## config.mk

```make
export PLATFORM = sky130hd
export DESIGN_NAME = bcd_to_ex3_seq
export DESIGN_NICKNAME = d
export VERILOG_FILES = /design/src/rtl/bcd_to_ex3_seq.sv
export SDC_FILE = /design/constraint.sdc
export NUM_CORES = 1
export LEC_CHECK = 0
export CORE_ASPECT_RATIO = 1.75
export CORE_MARGIN = 1
export CORE_UTILIZATION = 25
export CTS_CLUSTER_DIAMETER = 50
export DETAILED_ROUTE_END_ITERATION = 8
export SETUP_SLACK_MARGIN = 0.3
export SYNTH_ARGS = -nofsm -noshare
export SYNTH_HDL_FRONTEND = slang
export SYNTH_SLANG_ARGS = --single-unit
```

## constraint.sdc

```tcl
create_clock -name clk -period 1.9 [get_ports clk]
set_input_delay 0.38 -clock clk [delete_from_list [all_inputs] [get_ports clk]]
set_output_delay 0.38 -clock clk [all_outputs]
set_load 0.005 [all_outputs]
```

## src/rtl/bcd_to_ex3_seq.sv

```systemverilog
// Sequential BCD-to-Excess-3 encoder: captures a packed BCD word, converts one
// digit per clock (LSD first), and holds the packed Excess-3 result until consumed.
module bcd_to_ex3_seq #(
    parameter int DIGITS = 4
) (
    input  logic                  clk,
    input  logic                  rst,
    input  logic                  in_valid,
    output logic                  in_ready,
    input  logic [4*DIGITS-1:0]   bcd_in,
    output logic                  out_valid,
    input  logic                  out_ready,
    output logic [4*DIGITS-1:0]   ex3_out,
    output logic                  err,
    output logic                  busy,
    output logic [1:0]            dbg_state
);

    // Handshakes: a transfer happens on a rising edge where valid and ready are
    // both high; in_ready is high only in IDLE, out_valid only in DONE, so an
    // accept and an output handshake can never share an edge.

    localparam int W     = 4 * DIGITS;
    localparam int IDX_W = (DIGITS > 1) ? $clog2(DIGITS) : 1;
    localparam logic [IDX_W-1:0] LAST_IDX = IDX_W'(DIGITS - 1);

    typedef enum logic [1:0] {
        IDLE = 2'd0,
        CONV = 2'd1,
        DONE = 2'd2
    } state_e;

    state_e           state_q, state_d;
    logic [W-1:0]     word_q,  word_d;
    logic [W-1:0]     ex3_q,   ex3_d;
    logic             err_q,   err_d;
    logic [IDX_W-1:0] idx_q,   idx_d;
    logic [3:0]       cur_digit;

    // State and datapath registers
    always_ff @(posedge clk) begin
        if (rst) begin
            state_q <= IDLE;
            word_q  <= '0;
            ex3_q   <= '0;
            err_q   <= 1'b0;
            idx_q   <= '0;
        end else begin
            state_q <= state_d;
            word_q  <= word_d;
            ex3_q   <= ex3_d;
            err_q   <= err_d;
            idx_q   <= idx_d;
        end
    end

    // Next-state logic
    always_comb begin
        state_d = state_q;
        case (state_q)
            IDLE:    if (in_valid)          state_d = CONV;
            CONV:    if (idx_q == LAST_IDX) state_d = DONE;
            DONE:    if (out_ready)         state_d = IDLE;
            default:                        state_d = IDLE;
        endcase
    end

    // Digit currently being converted
    always_comb begin
        cur_digit = 4'd0;
        for (int k = 0; k < DIGITS; k++) begin
            if (idx_q == IDX_W'(k)) begin
                cur_digit = word_q[4*k +: 4];
            end
        end
    end

    // Datapath next values
    always_comb begin
        word_d = word_q;
        ex3_d  = ex3_q;
        err_d  = err_q;
        idx_d  = idx_q;
        case (state_q)
            IDLE: begin
                if (in_valid) begin
                    word_d = bcd_in;
                    ex3_d  = '0;
                    err_d  = 1'b0;
                    idx_d  = '0;
                end
            end
            CONV: begin
                for (int k = 0; k < DIGITS; k++) begin
                    if (idx_q == IDX_W'(k)) begin
                        // Non-BCD digits become 0000, which is not a legal Excess-3 code
                        ex3_d[4*k +: 4] = (cur_digit <= 4'd9) ? (cur_digit + 4'd3) : 4'd0;
                    end
                end
                if (cur_digit > 4'd9) begin
                    err_d = 1'b1;
                end
                idx_d = idx_q + 1'b1;
            end
            default: ;
        endcase
    end

    // Outputs
    always_comb begin
        in_ready  = (state_q == IDLE);
        out_valid = (state_q == DONE);
        busy      = (state_q == CONV) || (state_q == DONE);
        ex3_out   = ex3_q;
        err       = err_q;
        dbg_state = state_q;
    end

endmodule
```

==> qor.csv <==
stage,metric,value,unit
placement,GP Congestion,0.7387,
layout,Sequential Area,750.7,um2
logic_synthesis,Mean Syn Cell Area,8.091,um2
layout,final core occ,43.13,%
die,Initial Util,26.04,%
power,Leak,1.094,nW
logic_synthesis,compound-gate portion of the synthesized area,21.74,%
setup_path,Worst R2R Setup Slack,4,ps
timing,setup TNS,0,ps
setup_path,Reg2Reg Depth,7,
setup_path,CP Max Fanout,6,
outcome,outcome,finished clean,
clock_tree,CTS tree,built,
timing,RSZ-0062 raised after global routing,yes,
detailed_routing,DRT iter0 DRCs,44,
layout,"commonest cells after routing, fill and taps aside","nand2_1, clkdlybuf4s50_1, dfxtp_1, a21oi_1, buf_4",
detailed_routing,vias post-DR,1682,
logic_synthesis,dominant cell type by area after synthesis,dfxtp_1,
global_route,largest net degree at the start of global routing,22,
logic_synthesis,mux contribution to synthesized area,1.240,%
worst_hold_path,HP Class,reg2reg,
detailed_routing,Routed wire per std cell,12.82,um
setup_path,startpoint types,flop,
setup_path,Worst Path Arrival,2110,ps
logic_synthesis,Post-Synthesis Cell Area,1715,um2
logic_synthesis,post-synthesis sequential area ratio,43.18,%
layout,Area growth syn-to-layout,65.65,%
job,max_cap viols,0,
worst_hold_path,worst hold stages,2,
worst_hold_path,hold worst-path end,ex3_out[14]$_SDFFE_PP0P_,
logic_synthesis,Synth top area share,43.18,%
logic_synthesis,Cells after Synth,212,
die,num ports,42,
setup_path,CP Capture Type,flop,
timing,Worst Skew,5.856,ps
die,Die X,64.62,um
global_route,number of global-route vias before repair,1572,
clock_tree,CTS H-tree lvls,2,
detailed_routing,vias per cell,4.646,
layout,filler cell count,661,
global_route,gr ovfl total,0,
clock_tree,Clock Latency Late Sink,280,ps
timing,relative slew slack,74.79,%
die,die height,111.6,um
power,P per Cell Area,873.4,nW/um2
logic_synthesis,Post-Synth Simple-Gate Area,22.25,%
timing,Hold Fails Final Rpt,0,
layout,"most common cell after layout, fill and taps aside",nand2_1,
die,core area,6588,um2
detailed_routing,DRC violations left,0,
logic_synthesis,Synth Register Bits,37,
layout,diode count,0,
setup_path,CP Launch Point,idx_q[1]$_SDFFE_PP0P_,
clock_tree,Clock transition at path regs,60,ps
logic_synthesis,XOR/XNOR Fraction of Synth Area,0.5106,%
die,Die ar.,7210,um2
clock_tree,CTS max path bufs,2,
worst_hold_path,hold_sp,ex3_out[14]$_SDFFE_PP0P_,
layout,"Net count, final",306,
timing,worst-margin pin slew,377.5,ps
logic_synthesis,Synth Warn #,0,
logic_synthesis,top post-synthesis cells by area,"dfxtp_1, nand2_1, a21oi_1, ha_1, inv_1",
placement,port bufs,41,
placement,DP HPWL,3320,um
timing,maximum clock frequency,527.5,MHz
timing,final slew viol count,0,
setup_path,CP Data Required Time,2110,ps
clock_tree,clock sink count,37,
setup_path,kind of critical path,reg2reg,
timing,final setup fails,0,
power,Worst IR Drop VDD,0.4711,mV
timing,Final Cycle Share,99.78,%
timing,Tmin final,1896,ps
clock_tree,clock root cell,clkbuf_16,
logic_synthesis,syn nets,239,
power,total power,2.482,mW
global_route,Overall Global Routing Usage,13.47,%
detailed_routing,Detailed Route WL,4640,um
timing,WHS,447.0,ps
detailed_routing,post-route ant nets,0,
logic_synthesis,adder-cell share of the synthesized area,5.106,%
logic_synthesis,Synth cell types,36,
layout,Multi-input gate area,1091,um2
layout,proportion of layout cells with a drive suffix above 1,26.07,%
global_route,antenna violations before repair,0,
clock_tree,cts hold-fix bufs,0,
logic_synthesis,largest family of logic cells by synthesized area,simple AND/OR/NAND/NOR gates,
setup_path,FF-to-FF Start,idx_q[1]$_SDFFE_PP0P_,
die,number of core rows,39,
clock_tree,cts bufs inserted,5,
global_route,first-pass GRT wire length,7376,um
setup_path,Worst R2R End,ex3_out[10]$_SDFFE_PP0P_,
detailed_routing,DR pass1 iterations,4,
## report_power, final
group | internal [mW] | switching [mW]
combinational | 0.333 | 0.306
clock | 0.655 | 0.321
sequential | 0.830 | 0.0375
total | 1.82 | 0.664
## cell families (layout without fill, tap and decap cells)
| family | Yosys count | after routing |
|---|---|---|
| buffers and inverters | 25 | 93 |
| AND/OR/NAND/NOR | 82 | 82 |
| XOR/XNOR | 1 | 1 |
| AO/OA/AOI/OAI | 58 | 58 |
| flip-flops | 37 | 37 |
| adder cells (fa/ha/maj) | 7 | 7 |
| multiplexers | 2 | 2 |
## synth_stat cells
cell	instances
a31oi_1	1
o22a_4	1
nand4_1	4
a221oi_2	1
and2_1	1
and2b_1	1
a221o_2	1
nor3b_1	4
inv_1	15
o32ai_1	4
ha_1	7
nor2_1	8
a32oi_1	1
nand2b_1	4
nand2_1	48
o21ai_0	8
clkbuf_2	1
buf_6	1
a21oi_1	28
or2b_2	1
nand3_1	1
dfxtp_1	37
mux2_2	1
o21ai_2	1
nor2b_1	3
nor3_1	3
nand3b_1	4
o21ai_1	3
clkbuf_1	8
a211oi_1	5
a211o_1	1
o21a_1	1
a2bb2oi_1	1
a211oi_2	1
xor2_1	1
mux2i_1	1
## how the worst max path moves through the flow
stage                                          end  slack (ps)
final                     ex3_out[10]$_SDFFE_PP0P_           4
after CTS                 ex3_out[14]$_SDFFE_PP0P_          30
after global placement     ex3_out[6]$_SDFFE_PP0P_          10
after floorplan           ex3_out[10]$_SDFFE_PP0P_          60
after global routing      ex3_out[10]$_SDFFE_PP0P_         -80
after detailed placement  ex3_out[14]$_SDFFE_PP0P_         -40
## metrics by stage
stage / std cells / setup slack, ps / cell area, um2
global placement: 344 / 13.77 / 2406
CTS: 360 / 26.33 / 2723
floorplan: 212 / 57.75 / 1805
detailed placement: 344 / -42.32 / 2406
finish: 362 / 4.154 / 2841
global route: 362 / -78.48 / 2841
## final cells by class
| class | count | share of cell area (%) |
|---|---|---|
| Clock buffer | 6 | 4.888 |
| Clock inverter | 2 | 1.277 |
| Inverter | 15 | 2.070 |
| Multi-Input combinational cell | 150 | 38.40 |
| Sequential cell | 37 | 26.42 |
| Tap cell | 82 | 3.611 |
| Timing Repair Buffer | 70 | 23.34 |
## sequential cells by signal, summed over array words and instances, names as in the netlist
register and cells:
dbg_state 2, ex3_out 16, word_q 16, err 1
idx_q 2
## critical path, cell delays in order (launching register included)
cell and delay [ps]:
dfxtp_4 380, inv_4 50, ha_4 170, nand3b_1 200, a221oi_4 330, mux2_4 340
o22a_4 230, o21ai_1 120
## metal layers
| metal | vias up | wire [um] | track usage [%] | share of wire, % |
|---|---|---|---|---|
| met5 | - | 0 | 0 | 0 |
| met2 | 33 | 2613 | 24.21 | 56 |
| met4 | 0 | 117 | 7.111 | 2.5 |
| li1 | 857 | - | - | - |
| met3 | 9 | 147 | 3.689 | 3.2 |
| met1 | 783 | 1762 | 13.70 | 38 |
## repair_timing
| action | 4_1_cts | 5_1_grt |
|---|---|---|
| setup endpoints to repair | 20 | 19 |
| resized for setup | 22 | 22 |
| pin swaps | 7 | 10 |
| buffers inserted | 8 | 2 |
Note: power is estimated with default switching activity, not from simulation.
==> RTL edit, RTL diff (same flow settings) <==
`word_q` no longer has a reset.
--- a/src/rtl/bcd_to_ex3_seq.sv
+++ b/src/rtl/bcd_to_ex3_seq.sv
@@ -41,17 +41,19 @@
     always_ff @(posedge clk) begin
         if (rst) begin
             state_q <= IDLE;
-            word_q  <= '0;
             ex3_q   <= '0;
             err_q   <= 1'b0;
             idx_q   <= '0;
         end else begin
             state_q <= state_d;
-            word_q  <= word_d;
             ex3_q   <= ex3_d;
             err_q   <= err_d;
             idx_q   <= idx_d;
         end
+    end
+
+    always_ff @(posedge clk) begin
+        word_q <= word_d;
     end
 
     // Next-state logic
Formal check against the unedited RTL: no difference found for any inputs over 10 cycles, from zero or initial values and one cycle with rst high; that may be too few to reach the edited logic, so the function may still have changed.
==> RTL edit against the original RTL <==
The flow now finishes with violations (negative setup slack); area after synthesis is 5.5% higher; wire length rose by 1.8%; setup slack lost 12 ps; synthesized cell count decreased by 16%; total power increased by 9.3%; cell area rose by 2.6%; first-iteration DRC count rose by 6.8%; sequential cell count unchanged; largest cell class unchanged; highest routed layer unchanged.
==> RTL edit: results (changes against the original RTL) <==
Outcome: finished, violations left (was completed)
Failing checks: negative setup slack
Endpoints failing setup: 4 (was 0)
Place WS: -59.06 ps (was -42.32 ps)
Drt wl/cell: 13.86 µm (was 12.82 µm)
Htree depth: 2 (unchanged)
Post-synth EDFFs: 16 (was 0)
Synth top area cells: edfxtp_1 27%, dfxtp_1 23%, nand2_1 5.8% (was dfxtp_1 43%, nand2_1 11%, a21oi_1 8.2%)
Final nets: 284 (was 306)
Unique masters post-synth: 39 (was 36)
Mapped Avg Cell Area: 10.11 µm² (was 8.091 µm²)
Clk_skew: 3.293 ps (was 5.856 ps)
Initial antenna violation count: 0 (unchanged)
FILL cells: 687 (was 661)
Slew headroom: 0.8025 (was 0.7479)
First-pass GRT wire length: 7928 µm (was 7376 µm)
Part of the Yosys area used for sequential elements: 0.4979 (was 0.4318)
Worst-path clk slew: 60 ps (about the same)
Initial drt markers: 47 (was 44)
Pleak: 1.094 nW (about the same)
PortBufs: 41 (unchanged)
Post-placement cell count: 325 (was 344)
CTS buffer count: 5 (unchanged)
RR Endpoint: ex3_out[6]$_SDFFE_PP0P_ (was ex3_out[10]$_SDFFE_PP0P_)
DRT Pass-1 Iters: 4 (unchanged)
Cells on worst reg2reg path: 10 (was 7)
ANT cells: 0 (unchanged)
PnR worst setup slack: -7.821 ps (was 4.154 ps)
Worst Setup End Kind: flop (unchanged)
Worst path top cell family by delay: buffers and inverters (was compound AO/OA/AOI/OAI gates)
DRT Wirelength: 4725 µm (was 4640 µm)
Syn nets: 207 (was 239)
Most frequent cells after synthesis: 28 x nand2_1, 21 x dfxtp_1, 16 x edfxtp_1, 16 x nor2_1, 12 x o21ai_1 (was 48 x nand2_1, 37 x dfxtp_1, 28 x a21oi_1, 15 x inv_1)
Total of max-cap violations: 0 (unchanged)
Placer's final routability congestion estimate: 0.8499 (was 0.7387)
Slowest stage cell, crit path: dfxtp_4 (unchanged)
Primary FF master, synth: dfxtp_1 (unchanged)
Delay of the slowest cell on the worst path: 370 ps
Detail Placement HPWL: 3681 µm (was 3320 µm)
Pin count of the biggest net entering global routing: 17 (was 22)
Layout cells sized above 1: 0.3268 (was 0.2607)
Vias in the first global route: 1776 (was 1572)
Worst EP arrival: 2080 ps (was 2110 ps)
Maximum vdd ir drop: 0.4252 mV (was 0.4711 mV)
Post-synth ARST share: 0 (unchanged)
Reg2reg start: idx_q[0]$_SDFFE_PP0P_ (was idx_q[1]$_SDFFE_PP0P_)
Skew-Pair Late Insertion Delay: 280 ps (about the same)
Total GRT Usage: 0.1400 (was 0.1347)
Setup TNS: -18.35 ps (was 0 ps)
Crit path max fanout: 9 (was 6)
Vias/cell: 4.853 (was 4.646)
[RTL edit: area by class of cell]
type / count / area share
repair buffers: 77 / 0.2395
multi-input cells: 127 / 0.3429
well taps: 84 / 0.03605
clock inverters: 3 / 0.01588
clock buffers: 5 / 0.04292
inverters: 8 / 0.01030
flip-flops and latches: 37 / 0.3124
[RTL edit: worst min path at each step]
stage,from,to,slack (ps),cells past startpoint
2_1_floorplan,ex3_out[0]$_SDFFE_PP0P_,ex3_out[0]$_SDFFE_PP0P_,440,2
3_3_place_gp,ex3_out[8]$_SDFFE_PP0P_,ex3_out[8]$_SDFFE_PP0P_,440,2
3_5_place_dp,ex3_out[8]$_SDFFE_PP0P_,ex3_out[8]$_SDFFE_PP0P_,440,2
4_1_cts,ex3_out[8]$_SDFFE_PP0P_,ex3_out[8]$_SDFFE_PP0P_,450,2
5_1_grt,ex3_out[8]$_SDFFE_PP0P_,ex3_out[8]$_SDFFE_PP0P_,480,2
6_report,ex3_out[8]$_SDFFE_PP0P_,ex3_out[8]$_SDFFE_PP0P_,450,2
[RTL edit: worst reg2reg max path: cells and delay by family (launching register included)]
kind / cells / cell delay (ps)
AOI/OAI and AO/OA: 2 / 320
adders and majority gates: 1 / 150
buffers and inverters: 4 / 540
DFF: 1 / 370
and+or+nand+nor: 3 / 420
[RTL edit: what timing repair did]
action,CTS,global route
endpoints found under the setup margin,23,18
pin swaps,21,4
gates cloned,0,0
buffers inserted,6,2
hold buffers,0,0
gates resized for setup,34,4
hold endpoints to repair,0,0
[RTL edit: logic make-up after synthesis]
family | Yosys count | share of synthesized area
AND/OR/NAND/NOR | 66 | 0.1653
multiplexers | 3 | 0.01729
buffers and inverters | 15 | 0.04080
flip-flops | 37 | 0.4979
adder cells (fa/ha/maj) | 8 | 0.05533
AO/OA/AOI/OAI | 50 | 0.2234
[RTL edit: routing by layer]
metal  vias up  GRT usage  part of all wire
li1        817          -                 -
met2        50     0.2646              0.57
met3        21    0.02689             0.033
met1       767     0.1246              0.34
met4         0     0.1035             0.048
met5         -          0                 0
[RTL edit: report_power, final]
| group | switching [mW] | leakage (nW) | internal [mW] |
|---|---|---|---|
| Clock | 0.322 | 0.0800 | 0.620 |
| Combinational | 0.428 | 0.688 | 0.409 |
| Sequential | 0.0326 | 0.326 | 0.901 |
[RTL edit: through the flow]
| step | total power, mW | area (µm²) |
|---|---|---|
| after CTS | 2.702 | 2884 |
| after floorplan | 1.360 | 1872 |
| after global routing | 2.847 | 2915 |
| final | 2.712 | 2915 |
| after detailed placement | 1.662 | 2556 |
| after global placement | 1.652 | 2556 |
